$ cat config.mk
export PLATFORM = sky130hd
export DESIGN_NAME = enemy_hit_detector
export DESIGN_NICKNAME = d
export VERILOG_FILES = /design/src/rtl/enemy_pkg.sv /design/src/rtl/enemy_hit_detector_hit_edge_encoder.sv /design/src/rtl/enemy_hit_detector.sv
export SDC_FILE = /design/constraint.sdc
export NUM_CORES = 1
export LEC_CHECK = 0
export CAP_MARGIN = 0
export CORE_AREA = 5 5 84 86
export CTS_BUF_LIST = sky130_fd_sc_hd__clkbuf_4 sky130_fd_sc_hd__clkbuf_8
export DETAILED_ROUTE_END_ITERATION = 16
export DIE_AREA = 0 0 89 91
export PLACE_DENSITY = 0.87
export SYNTH_ARGS = -nofsm -noshare
export SYNTH_HDL_FRONTEND = slang
export SYNTH_SLANG_ARGS = --single-unit
export TNS_END_PERCENT = 30
$ cat constraint.sdc
create_clock -name clk -period 6.05 [get_ports clk]
set_input_delay 0.605 -clock clk [delete_from_list [all_inputs] [get_ports clk]]
set_output_delay 0.605 -clock clk [all_outputs]
set_load 0.005 [all_outputs]
$ cat src/rtl/enemy_pkg.sv
// Shared edge codes and detector state encoding for the enemy collision path.
// Latency: none (declarations only).
// Backpressure: none (declarations only).
package enemy_pkg;

  // One-hot sprite edge codes, also decoded by the enemy motion FSM
  localparam logic [3:0] TOP    = 4'b0100;
  localparam logic [3:0] RIGHT  = 4'b0010;
  localparam logic [3:0] LEFT   = 4'b1000;
  localparam logic [3:0] BOTTOM = 4'b0001;
  localparam logic [3:0] NONE   = 4'b0000;

  typedef enum logic [1:0] {
    ST_IDLE     = 2'd0,
    ST_ARMED    = 2'd1,
    ST_REPORTED = 2'd2
  } hit_state_t;

endpackage

$ cat src/rtl/enemy_hit_detector_hit_edge_encoder.sv
// Classifies a sprite-relative pixel offset into an edge zone and flags in-box pixels.
// Latency: combinational.
// Backpressure: none.
module hit_edge_encoder
  import enemy_pkg::*;
#(
  parameter int OBJECT_WIDTH_X = 32,
  parameter int OBJECT_HIGHT_Y = 32,
  parameter int EDGE_DEPTH     = 4
) (
  input  logic signed [11:0] offX,
  input  logic signed [11:0] offY,
  output logic        [3:0]  edgeCode,
  output logic               inBox
);

  localparam logic signed [11:0] WIDTH_S  = 12'(OBJECT_WIDTH_X);
  localparam logic signed [11:0] HEIGHT_S = 12'(OBJECT_HIGHT_Y);
  localparam logic signed [11:0] DEPTH_S  = 12'(EDGE_DEPTH);
  localparam logic signed [11:0] BOT_S    = 12'(OBJECT_HIGHT_Y - EDGE_DEPTH);
  localparam logic signed [11:0] RGT_S    = 12'(OBJECT_WIDTH_X - EDGE_DEPTH);

  // Top/bottom rows win over left/right columns, so corners report TOP or BOTTOM
  always_comb begin
    inBox    = (offX >= 12'sd0) && (offX < WIDTH_S) &&
               (offY >= 12'sd0) && (offY < HEIGHT_S);
    edgeCode = NONE;
    if (offY < DEPTH_S)       edgeCode = TOP;
    else if (offY >= BOT_S)   edgeCode = BOTTOM;
    else if (offX < DEPTH_S)  edgeCode = LEFT;
    else if (offX >= RGT_S)   edgeCode = RIGHT;
  end

endmodule

$ cat src/rtl/enemy_hit_detector.sv
// Detects enemy/obstacle overlap, reports first edge hit per frame (ENEMY_HIT_DIR_FILTER_EN: leading edge only).
// Latency: candidate pixel to collision pulse is 2 cycles; startOfFrame clear is 1 cycle.
// Backpressure: none, follows the free-running pixel scan.
module enemy_hit_detector
  import enemy_pkg::*;
#(
  parameter int OBJECT_WIDTH_X = 32,
  parameter int OBJECT_HIGHT_Y = 32,
  parameter int EDGE_DEPTH     = 4
) (
  input  logic               clk,
  input  logic               resetN,
  input  logic               startOfFrame,
  input  logic               game_on,
  input  logic        [10:0] pixelX,
  input  logic        [10:0] pixelY,
  input  logic signed [10:0] topLeftX,
  input  logic signed [10:0] topLeftY,
  input  logic               enemyDR,
  input  logic               obstacleDR,
  input  logic        [3:0]  direction,
  output logic               collision,
  output logic        [3:0]  HitEdgeCode,
  output logic        [3:0]  edges_seen
);

  logic        [10:0] pix_x_d, pix_y_d;
  logic signed [10:0] tl_x_d, tl_y_d;
  logic               overlap_d;
  logic signed [11:0] off_x, off_y;
  logic        [3:0]  edge_code;
  logic               in_box;
  logic               classified;
  logic               qualify;
  hit_state_t         state;

  // Stage 1: capture the scan; an overlap coinciding with startOfFrame is dropped here
  always_ff @(posedge clk or negedge resetN) begin
    if (!resetN) begin
      pix_x_d   <= '0;
      pix_y_d   <= '0;
      tl_x_d    <= '0;
      tl_y_d    <= '0;
      overlap_d <= 1'b0;
    end else begin
      pix_x_d   <= pixelX;
      pix_y_d   <= pixelY;
      tl_x_d    <= topLeftX;
      tl_y_d    <= topLeftY;
      overlap_d <= enemyDR && obstacleDR && !startOfFrame;
    end
  end

  assign off_x = $signed({1'b0, pix_x_d}) - $signed({tl_x_d[10], tl_x_d});
  assign off_y = $signed({1'b0, pix_y_d}) - $signed({tl_y_d[10], tl_y_d});

  hit_edge_encoder #(
    .OBJECT_WIDTH_X (OBJECT_WIDTH_X),
    .OBJECT_HIGHT_Y (OBJECT_HIGHT_Y),
    .EDGE_DEPTH     (EDGE_DEPTH)
  ) u_encoder (
    .offX     (off_x),
    .offY     (off_y),
    .edgeCode (edge_code),
    .inBox    (in_box)
  );

  assign classified = overlap_d && in_box && (edge_code != NONE);

`ifdef ENEMY_HIT_DIR_FILTER_EN
  logic [3:0] dir_d;

  // Direction travels with the pixel so the leading-edge compare sees matching data
  always_ff @(posedge clk or negedge resetN) begin
    if (!resetN) dir_d <= '0;
    else         dir_d <= direction;
  end

  assign qualify = (edge_code == dir_d);
`else
  logic unused_direction;
  assign unused_direction = ^direction;
  assign qualify          = 1'b1;
`endif

  // Stage 2: frame FSM; game_on and startOfFrame act on the raw inputs for a 1-cycle clear
  always_ff @(posedge clk or negedge resetN) begin
    if (!resetN) begin
      state       <= ST_IDLE;
      collision   <= 1'b0;
      HitEdgeCode <= NONE;
      edges_seen  <= NONE;
    end else if (!game_on) begin
      state       <= ST_IDLE;
      collision   <= 1'b0;
      HitEdgeCode <= NONE;
      edges_seen  <= NONE;
    end else begin
      collision <= 1'b0;
      case (state)
        ST_IDLE: begin
          HitEdgeCode <= NONE;
          edges_seen  <= NONE;
          if (startOfFrame) state <= ST_ARMED;
        end
        ST_ARMED, ST_REPORTED: begin
          if (startOfFrame) begin
            HitEdgeCode <= NONE;
            edges_seen  <= NONE;
            state       <= ST_ARMED;
          end else if (classified) begin
            edges_seen <= edges_seen | edge_code;
            if ((state == ST_ARMED) && qualify) begin
              collision   <= 1'b1;
              HitEdgeCode <= edge_code;
              state       <= ST_REPORTED;
            end
          end
        end
        default: state <= ST_IDLE;
      endcase
    end
  end

endmodule
==> results.toml, run 1 <==
[floorplan]
floorplan.die_area_um2 = 8100
core_um2 = 6200
num_rows = 29
fp.dieH_um = 91
start_util = 0.480
ios = 63
die_x_um = 89

[synthesis]
yosysTopAreaCell = "dfrtp_1"
synth_top_cell_area_share = 0.471
synthCells = 286
synth-xor-area-share = 0.0324
synth_top_family_by_area = "compound AO/OA/AOI/OAI gates"
ys_seq_elements = 56
synth-main-ff-cell = "dfrtp_1"
avgSynthCellArea_um2 = 10.4
synth_edf_count = 0
synth_compound_area_frac = 0.186
synth_fa_ha_area_frac = 0.123
synthesis.area_um2 = 2980
yosysSeqAreaShare = 0.471
synthArstFlopShare = 1.00
synth_mux_area_frac = 0.00841
syn-num-nets = 368
yosysWarnings = 0
synth.distinct_cells = 57
synth_simple_gate_area_frac = 0.138
synthTopCellsByArea = "dfrtp_1 47%, ha_1 11%, inv_1 4.0%, a21oi_1 3.0%, nor2_1 3.0%"

[setup_path]
r2r-end = "HitEdgeCode[0]$_DFFE_PN0P_"
end_kind = "register"
path_max_fanout = 11
path_cells = "ha_1 > a21oi_1 > o21ai_0 > a211oi_2 > mux2_4 > nor4_2 > nand2_1 > or4_4 > a221o_1 > a22o_1"
slowest_delay_ns = 0.45
cp.arrival_ns = 3.56
slowest_stage = "or4_4"
reg2reg_depth = 10
critPathLaunch = "pix_x_d[4]$_DFF_PN0_"
critPathBufInv = 0
r2r_setup_slack_ns = 2.69
start_kind = "register"
required_ns = 6.25
cp.depth = 10
critPathTopFamily = "compound AO/OA/AOI/OAI gates"
r2r-start = "pix_x_d[4]$_DFF_PN0_"
worst-setup-path-type = "register to register"

[timing]
skew_ns = 0.00615
worst-slew-pin-transition_ns = 0.690
setup_viol = 0
rsz0062_at_grt = "no"
fin_crit_sh = 0.555
fin_crit_ns = 3.36
maxSlewHeadroom = 0.540
tns_ns = 0
hold_viol = 0
clock.fmax_mhz = 298
maxSlewViolCount = 0

[power]
clkPwrFrac = 0.265
irDropWorstVdd_mv = 0.134
p_sw_frac = 0.277
p_sw_uw = 222
pwr-share-comb = 0.240
leakage_uw = 0.00172
seqPwrFrac = 0.495
powerDensity_nw_per_um2 = 214
p_int_uw = 580

[detailed_routing]
vias = 2249
dr.pass1.iters = 4
ant_nets = 0
drc = 0
routedWlPerCell_um = 13.5
wirelength_um = 5780
dr.first_iter.drc_count = 87
routed_via_density = 5.24

[clocking]
cts-buffers-inserted = 5
cts_tree = "built"
clockBufferDepth = 2
clkLatencyLatePin_ns = 0.31
root_buffer = "clkbuf_8"
cts_setup_buffers = 0
cts_resized = 0
cts_hold_buf = 0
htree_levels = 2
path_clk_slew_ns = 0.09
cts_sinks = 56

[placement]
io_buffers = 58
gp_congestion = 0.830
dpl_cell_area_um2 = 3650
dp_hpwl_um = 4520
placed_cells = 421

[final_layout]
final_area_um2 = 3750
drive_gt1_frac = 0.0682
fin_nets = 433
fill_cells = 529
syn2layout_area_growth_pct = 25.9
diodes = 0
final_cell_count_no_fill = 429

[global_routing]
antenna_found_initial = 0
track_usage = 0.151
grt-ovfl-total = 0
grt_pass1_vias = 2365
grt_max_degree = 57
grt_first_pass_wirelength_um = 9920

[status]
status = "finished, final reports clean"

[flow_run]
maxCapViolCount = 0

[min_path]
min_path_type = "primary input to asynchronous set/reset pin"
[metal layers]
layer / wire length (µm) / global-route usage
met5: 0 / 0
met4: 123 / 0.0608
met3: 361 / 0.0299
met2: 2950 / 0.265
met1: 2350 / 0.176
[power by group through the flow]
stage	clock, µW	sequential (µW)	combinational (µW)
floorplan	0	404	126
global placement	0	405	182
detailed placement	0	405	191
CTS	219	398	193
global route	233	400	215
finish	212	398	193
[through the flow]
stage	utilization	hold WS (ns)	setup WS, ns	power [µW]
final	0.604	0.402	2.69	803
after global routing	0.604	0.493	2.49	848
after CTS	0.604	0.433	2.68	810
after detailed placement	0.588	0.495	2.70	596
after global placement	0.588	0.489	2.81	587
after floorplan	-	0.309	2.97	530
[worst max path at each step]
stage,to,slack (ns)
floorplan,HitEdgeCode[0]$_DFFE_PN0P_,2.97
global placement,HitEdgeCode[1]$_DFFE_PN0P_,2.81
detailed placement,HitEdgeCode[0]$_DFFE_PN0P_,2.70
CTS,HitEdgeCode[0]$_DFFE_PN0P_,2.68
global route,HitEdgeCode[0]$_DFFE_PN0P_,2.49
finish,HitEdgeCode[0]$_DFFE_PN0P_,2.69
[synthesized netlist by cell type (2+ instances only)]
cell / number
nand3_1: 2
ha_1: 26
o21ai_0: 16
inv_1: 32
o21a_1: 5
a21boi_0: 2
xnor2_1: 5
nor3_1: 4
nor2_1: 24
o21bai_1: 2
and3_1: 3
nor2b_1: 2
xor2_1: 6
o31ai_1: 2
o221a_2: 2
a211oi_1: 2
a31oi_1: 3
fa_1: 2
nand2b_1: 8
dfrtp_1: 56
a21oi_1: 18
a22o_1: 8
o211ai_1: 2
a22oi_1: 2
and2_1: 6
nand2_1: 15
[flip-flops by register name, summed over array words and instances, names as in the netlist]
signal	count
tl_y_d	11
pix_x_d	11
HitEdgeCode	4
pix_y_d	11
edges_seen	4
overlap_d	1
state	2
tl_x_d	11
collision	1
[placed cells by master (no fill, tap or decap), drive strengths merged, types with 4 or more instances in the layout]
master	instances
inv	32
ha	26
dfrtp	56
xor2	6
nor3	4
nor2	25
a22o	8
o21ai	17
nand2b	8
clkdlybuf4s50	57
and2	6
xnor2	5
o21a	5
and3	4
nand2	15
clkbuf	7
a21oi	19
[worst reg2reg max path, delay by kind of cell, from the launching register on]
family,cells,cell delay (ns)
AOI/OAI and AO/OA,5,1.25
muxes,1,0.33
DFF,1,0.39
and+or+nand+nor,3,0.85
adders and majority gates,1,0.43
[final cells by class]
| type | instances | area [µm²] | share of cell area |
|---|---|---|---|
| Clock buffer | 7 | 90.1 | 0.0240 |
| Multi-Input combinational cell | 197 | 1450 | 0.387 |
| Timing Repair Buffer | 59 | 583 | 0.156 |
| Sequential cell | 56 | 1400 | 0.374 |
| Tap cell | 77 | 96.3 | 0.0257 |
| Inverter | 32 | 120 | 0.0320 |
| Clock inverter | 1 | 7.51 | 0.00200 |
[cell families (layout without fill, tap and decap cells)]
group                    after synthesis  count (layout)
AND/OR/NAND/NOR                       77              77
AO/OA/AOI/OAI                         79              79
flip-flops                            56              56
multiplexers                           2               2
adder cells (fa/ha/maj)               28              28
XOR/XNOR                              11              11
buffers and inverters                 33              99
Power figures use the tool's default switching activity.
==> run 2: changes to the inputs <==
- clock period: 6.05 -> 3.4 ns (I/O delays scaled with it)
==> run 2 against run 1 <==
- the flow now finishes with violations (hold timing)
- critical path depth is the same
- combinational power grew 86%
- cell count grew 1.2%
- sequential power grew 78%
- clock skew grew 0.0027 ns
- maximum frequency grew 1.4%
- design area grew 2.0%
==> results.toml, run 2 (synthesis gave the netlist of run 1 again) <==
[clocking]
htree_levels = 2
root_buffer = "clkbuf_8"
clockBufferDepth = 2
cts_hold_buf = 0
cts_tree = "built"
cts-buffers-inserted = 5
cts_sinks = 56
clkLatencyLatePin_ns = 0.31
path_clk_slew_ns = 0.09

[final_layout]
drive_gt1_frac = 0.118
syn2layout_area_growth_pct = 28.5
final_common_cell = "clkdlybuf4s50_1"
diodes = 0
fin_nets = 439
final_cell_mix = "57 x clkdlybuf4s50_1, 56 x dfrtp_1, 32 x inv_1"

[timing]
worst-slew-pin-transition_ns = 0.533
setup_ws_ns = 0.0897
fin_crit_sh = 0.974
fin_hold_ws_ns = -0.000661
rsz0062_at_grt = "yes"
skew_ns = 0.00889
maxSlewViolCount = 0
maxSlewHeadroom = 0.645
setup_viol = 0
hold_viol = 1
clock.fmax_mhz = 302
fin_crit_ns = 3.31

[global_routing]
grt-ovfl-total = 0
grt_use_met1 = 0.181
grt_pass1_vias = 2325
globalRoute.busiestLayer = "met2"
track_usage = 0.150
gr-usage-met3 = 0.0308
grtUsageMet2 = 0.256
grt_first_pass_wirelength_um = 9800
antenna_found_initial = 0
grt_max_degree = 33

[setup_path]
r2r_setup_slack_ns = 0.09
critPathLaunch = "pix_x_d[2]$_DFF_PN0_"
reg2reg_depth = 10
critPathCapture = "HitEdgeCode[2]$_DFFE_PN0P_"
worst-setup-path-type = "register to register"
r2r-start = "pix_x_d[2]$_DFF_PN0_"
r2r-end = "HitEdgeCode[2]$_DFFE_PN0P_"
path_max_fanout = 6
required_ns = 3.60
end_kind = "register"
start_kind = "register"
cp.arrival_ns = 3.51

[detailed_routing]
ant_nets = 0
routedWlPerCell_um = 13.3
dr.first_iter.drc_count = 101
wirelength_um = 5760
vias = 2319
routed_via_density = 5.34
drc = 0
dr.pass1.iters = 4

[floorplan]
ios = 63
num_rows = 29
die_x_um = 89
floorplan.die_area_um2 = 8100
start_util = 0.480
fp.dieH_um = 91
core_um2 = 6200

[power]
powerDensity_nw_per_um2 = 370
leakage_uw = 0.00175
irDropWorstVdd_mv = 0.220

[placement]
gp_congestion = 0.855
io_buffers = 58
dp_hpwl_um = 4520
preCtsSetupSlack_ns = 0.0615

[status]
status = "finished with violations"
violations = "hold timing"

[flow_run]
maxCapViolCount = 0

[min_path]
min_path_type = "primary input to asynchronous set/reset pin"
[run 2: changes by cell type in the layout (fill, tap and decap cells not counted), sizes merged]
cell | previous run | this run
buf | 2 | 8
clkinvlp | 1 | 0
clkbuf | 7 | 6
clkinv | 0 | 1
[run 2: critical path, cell delays in order (launching register included)]
cell	delay, ns
dfrtp_1	0.37
ha_1	0.39
o21ai_2	0.19
a21oi_4	0.07
a211oi_2	0.29
mux2_4	0.34
nor4_2	0.27
nand2_1	0.11
or4_4	0.56
a221o_1	0.39
a22o_1	0.22
[run 2: how the worst min path moves through the flow]
stage            from                         end  slack [ns]  depth (start not counted)
3_3_place_gp   resetN         tl_x_d[7]$_DFF_PN0_        0.34                          1
6_report       resetN         tl_x_d[4]$_DFF_PN0_     -0.0007                          1
5_1_grt        resetN        pix_x_d[5]$_DFF_PN0_        0.04                          1
4_1_cts        resetN         tl_x_d[7]$_DFF_PN0_        0.01                          1
2_1_floorplan  resetN  HitEdgeCode[0]$_DFFE_PN0P_        0.04                          0
3_5_place_dp   resetN         tl_x_d[7]$_DFF_PN0_        0.35                          1
[run 2: repair_timing]
item	in CTS	in global routing
setup endpoints to repair	0	5
setup buffers	0	5
endpoints found under the hold margin	0	0
gates resized for setup	0	14
[run 2: metrics by stage]
stage	cell area [µm²]	power [µW]	cells	util	TNS, ns
2_1_floorplan	2980	942	286	-	0
3_3_place_gp	3660	1050	422	0.590	0
3_5_place_dp	3660	1060	422	0.590	0
4_1_cts	3740	1410	429	0.603	0
5_1_grt	3820	1500	434	0.616	-0.285
6_report	3820	1410	434	0.616	0
[run 2: metal layers]
| metal | part of all wire | vias up | routed length [µm] |
|---|---|---|---|
| met2 | 0.51 | 65 | 2910 |
| met4 | 0.022 | 0 | 127 |
| met1 | 0.42 | 1106 | 2400 |
| met3 | 0.055 | 10 | 319 |
| met5 | 0 | - | 0 |
| li1 | - | 1138 | - |
[run 2: power by group]
group / internal [µW] / leakage [µW] / switching [µW]
registers: 695 / 0.000679 / 12.8
logic: 174 / 0.00102 / 186
clock network: 149 / 0.0000445 / 199
[run 2: final cells by class]
cell class,count,area [µm²]
Tap cell,77,96.3
Inverter,32,120
Sequential cell,56,1400
Clock inverter,1,5.00
Fill cell,502,2380
Timing Repair Buffer,65,628
Clock buffer,6,76.3
Multi-Input combinational cell,197,1500
==> run 3: changes to the inputs <==
- CELL_PAD_IN_SITES_DETAIL_PLACEMENT: not set -> 1
- CELL_PAD_IN_SITES_GLOBAL_PLACEMENT: not set -> 2
- CORE_AREA: 5 5 84 86 -> 5 5 101 103
- DIE_AREA: 0 0 89 91 -> 0 0 106 108
- PLACE_DENSITY: 0.87 -> 0.92
==> run 3 against run 2 <==
- the flow now finishes without violations
- maximum frequency down 0.14%
- non-clock buffer count fell by 2
- power increased by 0.96%
- clock power about the same
- combinational power up 3%
- wire length increased by 24%
- register-to-register slack about the same
- via count is 0.78% higher
- largest cell class unchanged
==> results.toml, run 3 (synthesis gave the netlist of run 1 again) <==
[status]
status = "finished, final reports clean"

[detailed_routing]
dr.pass1.iters = 4
drc = 0
routed_via_density = 5.02
routedWlPerCell_um = 15.3
dr.first_iter.drc_count = 43
vias = 2337
ant_nets = 0
wirelength_um = 7110

[global_routing]
grt_max_degree = 30
grt-ovfl-total = 0
antenna_found_initial = 0
grt_pass1_vias = 2465
grt_first_pass_wirelength_um = 11700
track_usage = 0.126

[setup_path]
required_ns = 3.60
start_kind = "register"
critPathLaunch = "tl_x_d[0]$_DFF_PN0_"
cp.arrival_ns = 3.51
r2r-start = "tl_x_d[0]$_DFF_PN0_"
end_kind = "register"
path_max_fanout = 4
worst-setup-path-type = "register to register"

[timing]
worst-slew-pin-transition_ns = 0.641
maxSlewViolCount = 0
maxSlewHeadroom = 0.567
fin_crit_sh = 0.975
fin_hold_ws_ns = 0.0486
clock.fmax_mhz = 302
tns_ns = 0
hold_viol = 0
skew_ns = 0.00562
fin_crit_ns = 3.31
setup_viol = 0

[flow_run]
maxCapViolCount = 0

[clocking]
cts_sinks = 56
htree_levels = 2
path_clk_slew_ns = 0.10
clockBufferDepth = 2
cts_tree = "built"
root_buffer = "clkbuf_8"
clkLatencyLatePin_ns = 0.30
cts_hold_buf = 0
cts-buffers-inserted = 5

[final_layout]
diodes = 0
final_area_um2 = 3860
fin_nets = 437
post-route-util = 0.424
final_common_cell = "clkdlybuf4s50_1"
drive_gt1_frac = 0.110
final_cell_mix = "57 x clkdlybuf4s50_1, 56 x dfrtp_1, 32 x inv_1"
syn2layout_area_growth_pct = 29.7

[power]
irDropWorstVdd_mv = 0.154
powerDensity_nw_per_um2 = 370
leakage_uw = 0.00174

[floorplan]
start_util = 0.327
core_um2 = 9110
ios = 63
die_x_um = 106
floorplan.die_area_um2 = 11400
fp.dieH_um = 108
num_rows = 35

[placement]
io_buffers = 58
gp_congestion = 0.782
dp_hpwl_um = 5730
dpl_cell_area_um2 = 3700

[min_path]
min_path_type = "primary input to asynchronous set/reset pin"
## run 3: where the power goes
part | leakage [µW] | internal [µW] | switching, µW
logic | 0.00102 | 174 | 198
clock network | 0.0000400 | 140 | 208
registers | 0.000679 | 695 | 13.8
total | 0.00174 | 1010 | 419
## run 3: per-stage QoR
stage,worst slack [ns],cells,total power [µW]
global route,-0.0261,466,1520
floorplan,0.320,286,942
CTS,0.0457,463,1440
finish,0.0851,466,1430
detailed placement,-0.0567,456,1080
global placement,0.105,456,1060
## run 3: final timing paths
path | end | slack (ns) | depth (start not counted)
worst max-delay path | HitEdgeCode[0]$_DFFE_PN0P_ | 0.09 | 11
worst max register to register | HitEdgeCode[0]$_DFFE_PN0P_ | 0.09 | 11
max in group asynchronous | state[0]$_DFFE_PN0P_ | 2.55 | 2
min in group clk | pix_y_d[0]$_DFF_PN0_ | 0.47 | 1
worst min register to register | edges_seen[3]$_DFFE_PN0P_ | 0.52 | 1
worst min-delay path | pix_y_d[7]$_DFF_PN0_ | 0.05 | 1
## run 3: routing by layer
| layer | vias to the layer above | wire length, µm | GRT usage |
|---|---|---|---|
| met2 | 46 | 3490 | 0.212 |
| met4 | 0 | 46 | 0.0278 |
| met1 | 1155 | 3350 | 0.172 |
| met3 | 2 | 228 | 0.0173 |
| met5 | - | 0 | 0 |
| li1 | 1134 | - | - |
## run 3: final cells by class
type                    instances  area (µm²)
repair buffers                 63         613
clock inverters                 2        12.5
fillers                      1036        5250
multi-input cells             197        1510
inverters                      32         120
clock buffers                   5        68.8
well taps                     111         139
flip-flops and latches         56        1400
## run 3: timing repair
action	CTS	global route
endpoints found under the setup margin	4	4
setup buffers	0	3
pin swaps	0	7
resized for setup	2	12
## run 3: critical path, stage by stage, from the launching register on
cell and delay [ns]:
dfrtp_1 0.38, ha_2 0.18, fa_2 0.37, nor2b_1 0.17
o2111ai_2 0.16, a31oi_1 0.21, xnor2_1 0.13, nor4_4 0.28
nand2_1 0.13, or4_4 0.57, a221o_1 0.41, a22o_1 0.23
==> RTL edit 1, RTL diff (settings of run 1) <==
The option `ENEMY_HIT_DIR_FILTER_EN` is turned on by a define.
--- a/src/rtl/enemy_hit_detector.sv
+++ b/src/rtl/enemy_hit_detector.sv
@@ -3,2 +3,4 @@
 // Backpressure: none, follows the free-running pixel scan.
+`define ENEMY_HIT_DIR_FILTER_EN
+
 module enemy_hit_detector
Formal check against the unedited RTL: not equivalent (a bounded check fails within 4 cycles, from zero or initial values and one cycle with resetN low).
==> RTL edit 1 against run 1 <==
  * Design area up 6.7%
  * Power is 27% higher
  * Wire length increased by 9.4%
  * Setup slack lost 440 ps
  * Sequential cell count is 4 higher
  * Count of clock-buffer cells in the layout grew 5
  * Clock skew is 3.4 ps higher
  * Synthesized area is 2.9% higher
  * Synthesized cell count is the same
  * First-iteration DRC count rose by 1.1%
  * Critical endpoint is now HitEdgeCode[1]$_DFFE_PN0P_
  * Largest cell class is now flip-flops and latches
  * Highest routed layer unchanged
==> RTL edit 1: results (changes against run 1) <==
run status finished, final reports clean (unchanged); via count of the first global-routing pass 2514 (was 2365); per-cell routed wire length 14.4 um (was 13.5 um); placer's final routability congestion estimate 0.856 (was 0.830); Leakage 1.86 nW (was 1.72 nW); Nets 439 (was 433); Inst Count DP 424 (was 421); capturing point of the worst reg2reg path HitEdgeCode[1]$_DFFE_PN0P_ (was HitEdgeCode[0]$_DFFE_PN0P_); placed inst area 3770 sq um (was 3650 sq um); routed via count 2344 (was 2249); clock buffers created by TritonCTS 9 (was 5); crit path to HitEdgeCode[1]$_DFFE_PN0P_ (was HitEdgeCode[0]$_DFFE_PN0P_); maximum clock frequency 263 MHz (was 298 MHz); post-synthesis net count 367 (was 368); length in cells of the worst reg-to-reg path 13 (was 10); CP max stage cell sky130_fd_sc_hd__or4b_4 (was sky130_fd_sc_hd__or4_4); clock network share of area 0.0563 (was 0.0260); buffering overhead 0.156 (about the same); worst hold slack after final layout 414 ps (was 402 ps); deepest level of the CTS H-tree 3 (was 2); later-pin clock latency in the skew report 340 ps (was 310 ps); arrival time worst endpoint 4030 ps (was 3560 ps); fraction of final layout cells with drive strength greater than 1 0.0826 (was 0.0682); flip-flop and latch share of the layout cell area 0.375 (was 0.374); area occupied by multi-input gates 1430 sq um (was 1450 sq um); leading post-synthesis cells by cell area sky130_fd_sc_hd__dfrtp_1 49%, sky130_fd_sc_hd__ha_1 10%, sky130_fd_sc_hd__inv_1 4.2%, sky130_fd_sc_hd__xnor2_1 3.1%, sky130_fd_sc_hd__a21oi_1 3.1% (was sky130_fd_sc_hd__dfrtp_1 47%, sky130_fd_sc_hd__ha_1 11%, sky130_fd_sc_hd__inv_1 4.0%, sky130_fd_sc_hd__a21oi_1 3.0%, sky130_fd_sc_hd__nor2_1 3.0%); Largest area class, layout flip-flops and latches (was multi-input gates); clock buffer count 12 (was 7); worst-case clock skew 9.52 ps (was 6.15 ps); Port-buffer cells 62 (was 58); critical path peak fanout 5 (was 11); power density of the placed cells 255 nW/um^2 (was 214 nW/um^2); count of distinct cell types in the synthesized netlist 54 (was 57); DP Wirelength 4900 um (was 4520 um); number of DRC markers after the initial detailed-route iteration 88 (was 87); final-layout fill cell count 478 (was 529); routed via count divided by cell count 5.33 (was 5.24)
RTL edit 1: power by group through the flow:
stage | logic [mW] | clock network, mW | registers, mW
6_report | 0.190 | 0.401 | 0.427
3_3_place_gp | 0.183 | 0 | 0.434
3_5_place_dp | 0.189 | 0 | 0.434
4_1_cts | 0.191 | 0.409 | 0.427
2_1_floorplan | 0.120 | 0 | 0.432
5_1_grt | 0.213 | 0.428 | 0.428
RTL edit 1: kinds of logic (layout without fill, tap and decap cells):
logic type               count (synthesis)  after routing  synth area share
AND/OR/NAND/NOR                         78             78             0.142
AO/OA/AOI/OAI                           67             67             0.156
flip-flops                              60             60             0.490
buffers and inverters                   36            113            0.0445
adder cells (fa/ha/maj)                 27             27             0.115
XOR/XNOR                                17             17            0.0486
multiplexers                             1              1           0.00327
RTL edit 1: layer usage:
metal / global-route usage / share of wire / wire length [um]
met3: 0.0416 / 0.049 / 313
met4: 0.0831 / 0.025 / 159
met2: 0.311 / 0.54 / 3430
met1: 0.191 / 0.38 / 2430
met5: 0 / 0 / 0
==> RTL edit 2, RTL diff (config.mk and constraints of run 1) <==
Made on the original files. Encoding of `hit_state_t`: now one-hot (3 bits for 3 states).
--- a/src/rtl/enemy_pkg.sv
+++ b/src/rtl/enemy_pkg.sv
@@ -12,6 +12,6 @@
 
-  typedef enum logic [1:0] {
-    ST_IDLE     = 2'd0,
-    ST_ARMED    = 2'd1,
-    ST_REPORTED = 2'd2
+  typedef enum logic [2:0] {
+    ST_IDLE     = 3'b001,
+    ST_ARMED    = 3'b010,
+    ST_REPORTED = 3'b100
   } hit_state_t;
Check against the original RTL: no difference found for any inputs over 10 cycles, from zero or initial values and one cycle with resetN low; not proved beyond that.
==> RTL edit 2 against run 1 <==
  * Highest routed layer unchanged
  * Power grew 26%
  * Design area grew 7.7%
  * Sequential share of layout area shrank 2.0 points
  * Synthesized area grew 6.0%
  * Wire length grew 11%
  * Global-route usage grew 2.1 points
  * Largest cell class unchanged
  * Non-clock buffer count is the same
  * Via count grew 14%
  * Sequential cell count grew 1
  * Setup slack gained 230 ps
  * Cell count grew 8.6%
  * Die area is the same
==> RTL edit 2: results (changes against run 1) <==
run status finished, final reports clean (unchanged); clock buffers created by TritonCTS 9 (was 5); final non-filler cell total 466 (was 429); stage delay of the slowest cell on the critical path 660 ps (was 450 ps); placer's final routability congestion estimate 0.908 (was 0.830); leading post-synthesis cells by cell area sky130_fd_sc_hd__dfrtp_1 44%, sky130_fd_sc_hd__ha_1 8.7%, sky130_fd_sc_hd__inv_1 4.0%, sky130_fd_sc_hd__a21oi_1 3.0%, sky130_fd_sc_hd__nand2_1 3.0% (was sky130_fd_sc_hd__dfrtp_1 47%, sky130_fd_sc_hd__ha_1 11%, sky130_fd_sc_hd__inv_1 4.0%, sky130_fd_sc_hd__a21oi_1 3.0%, sky130_fd_sc_hd__nor2_1 3.0%); worst-case clock skew 8.06 ps (was 6.15 ps); maximum number of pins on one net before global-route repair 58 (was 57); post-synthesis net count 397 (was 368); Leakage 1.87 nW (was 1.72 nW); Inst Count DP 450 (was 421); count of distinct cell types in the synthesized netlist 59 (was 57); fraction of final layout cells with drive strength greater than 1 0.0925 (was 0.0682); setup slack after placement 3030 ps (was 2700 ps); global-route met1 utilization 0.217 (was 0.176); overall global routing resource usage 0.172 (was 0.151); Sw Pwr 0.256 mW (was 0.222 mW); via count of the first global-routing pass 2538 (was 2365); clock buffer count 14 (was 7); deepest level of the CTS H-tree 3 (was 2); clock transition at the register clock pins on the worst setup and hold paths after CTS 60 ps (was 90 ps); buffering overhead 0.144 (was 0.156); GR Layer Usage met3 0.0398 (was 0.0299); later-pin clock latency in the skew report 340 ps (was 310 ps); cells after synthesis 319 (was 286); arrival time worst endpoint 3390 ps (was 3560 ps); DP Wirelength 4840 um (was 4520 um); clock network share of area 0.0579 (was 0.0260)
RTL edit 2: path summary, 6_finish.rpt:
kind	start	end	slack [ps]	cells past startpoint
min in group clk	edges_seen[3]$_DFFE_PN0P_	edges_seen[3]$_DFFE_PN0P_	500	2
worst max register to register	pix_y_d[6]$_DFF_PN0_	HitEdgeCode[0]$_DFFE_PN0P_	2920	9
max in group asynchronous	resetN	pix_x_d[8]$_DFF_PN0_	5200	2
worst min-delay path	resetN	pix_y_d[4]$_DFF_PN0_	400	2
worst min register to register	edges_seen[3]$_DFFE_PN0P_	edges_seen[3]$_DFFE_PN0P_	500	2
worst max-delay path	pix_y_d[6]$_DFF_PN0_	HitEdgeCode[0]$_DFFE_PN0P_	2920	9
RTL edit 2: power by group through the flow:
stage | Sequential, mW | Clock, mW | Combinational, mW
after floorplan | 0.410 | 0 | 0.128
after global placement | 0.411 | 0 | 0.188
after detailed placement | 0.411 | 0 | 0.193
after CTS | 0.404 | 0.421 | 0.195
after global routing | 0.406 | 0.438 | 0.218
final | 0.404 | 0.414 | 0.195
RTL edit 2: cell families (layout without fill, tap and decap cells):
logic type | Yosys count | after routing | synth area share
simple gates | 102 | 102 | 0.176
compound gates | 79 | 79 | 0.168
flops | 57 | 57 | 0.452
buf+inv | 39 | 109 | 0.0500
fa+ha+maj | 24 | 24 | 0.0999
xor+xnor | 11 | 11 | 0.0305
mux | 7 | 7 | 0.0230
RTL edit 2: routing by layer:
layer | vias to the layer above | part of all wire
met2 | 76 | 0.48
met5 | - | 0
met1 | 1212 | 0.44
li1 | 1259 | -
met4 | 0 | 0.017
met3 | 10 | 0.062
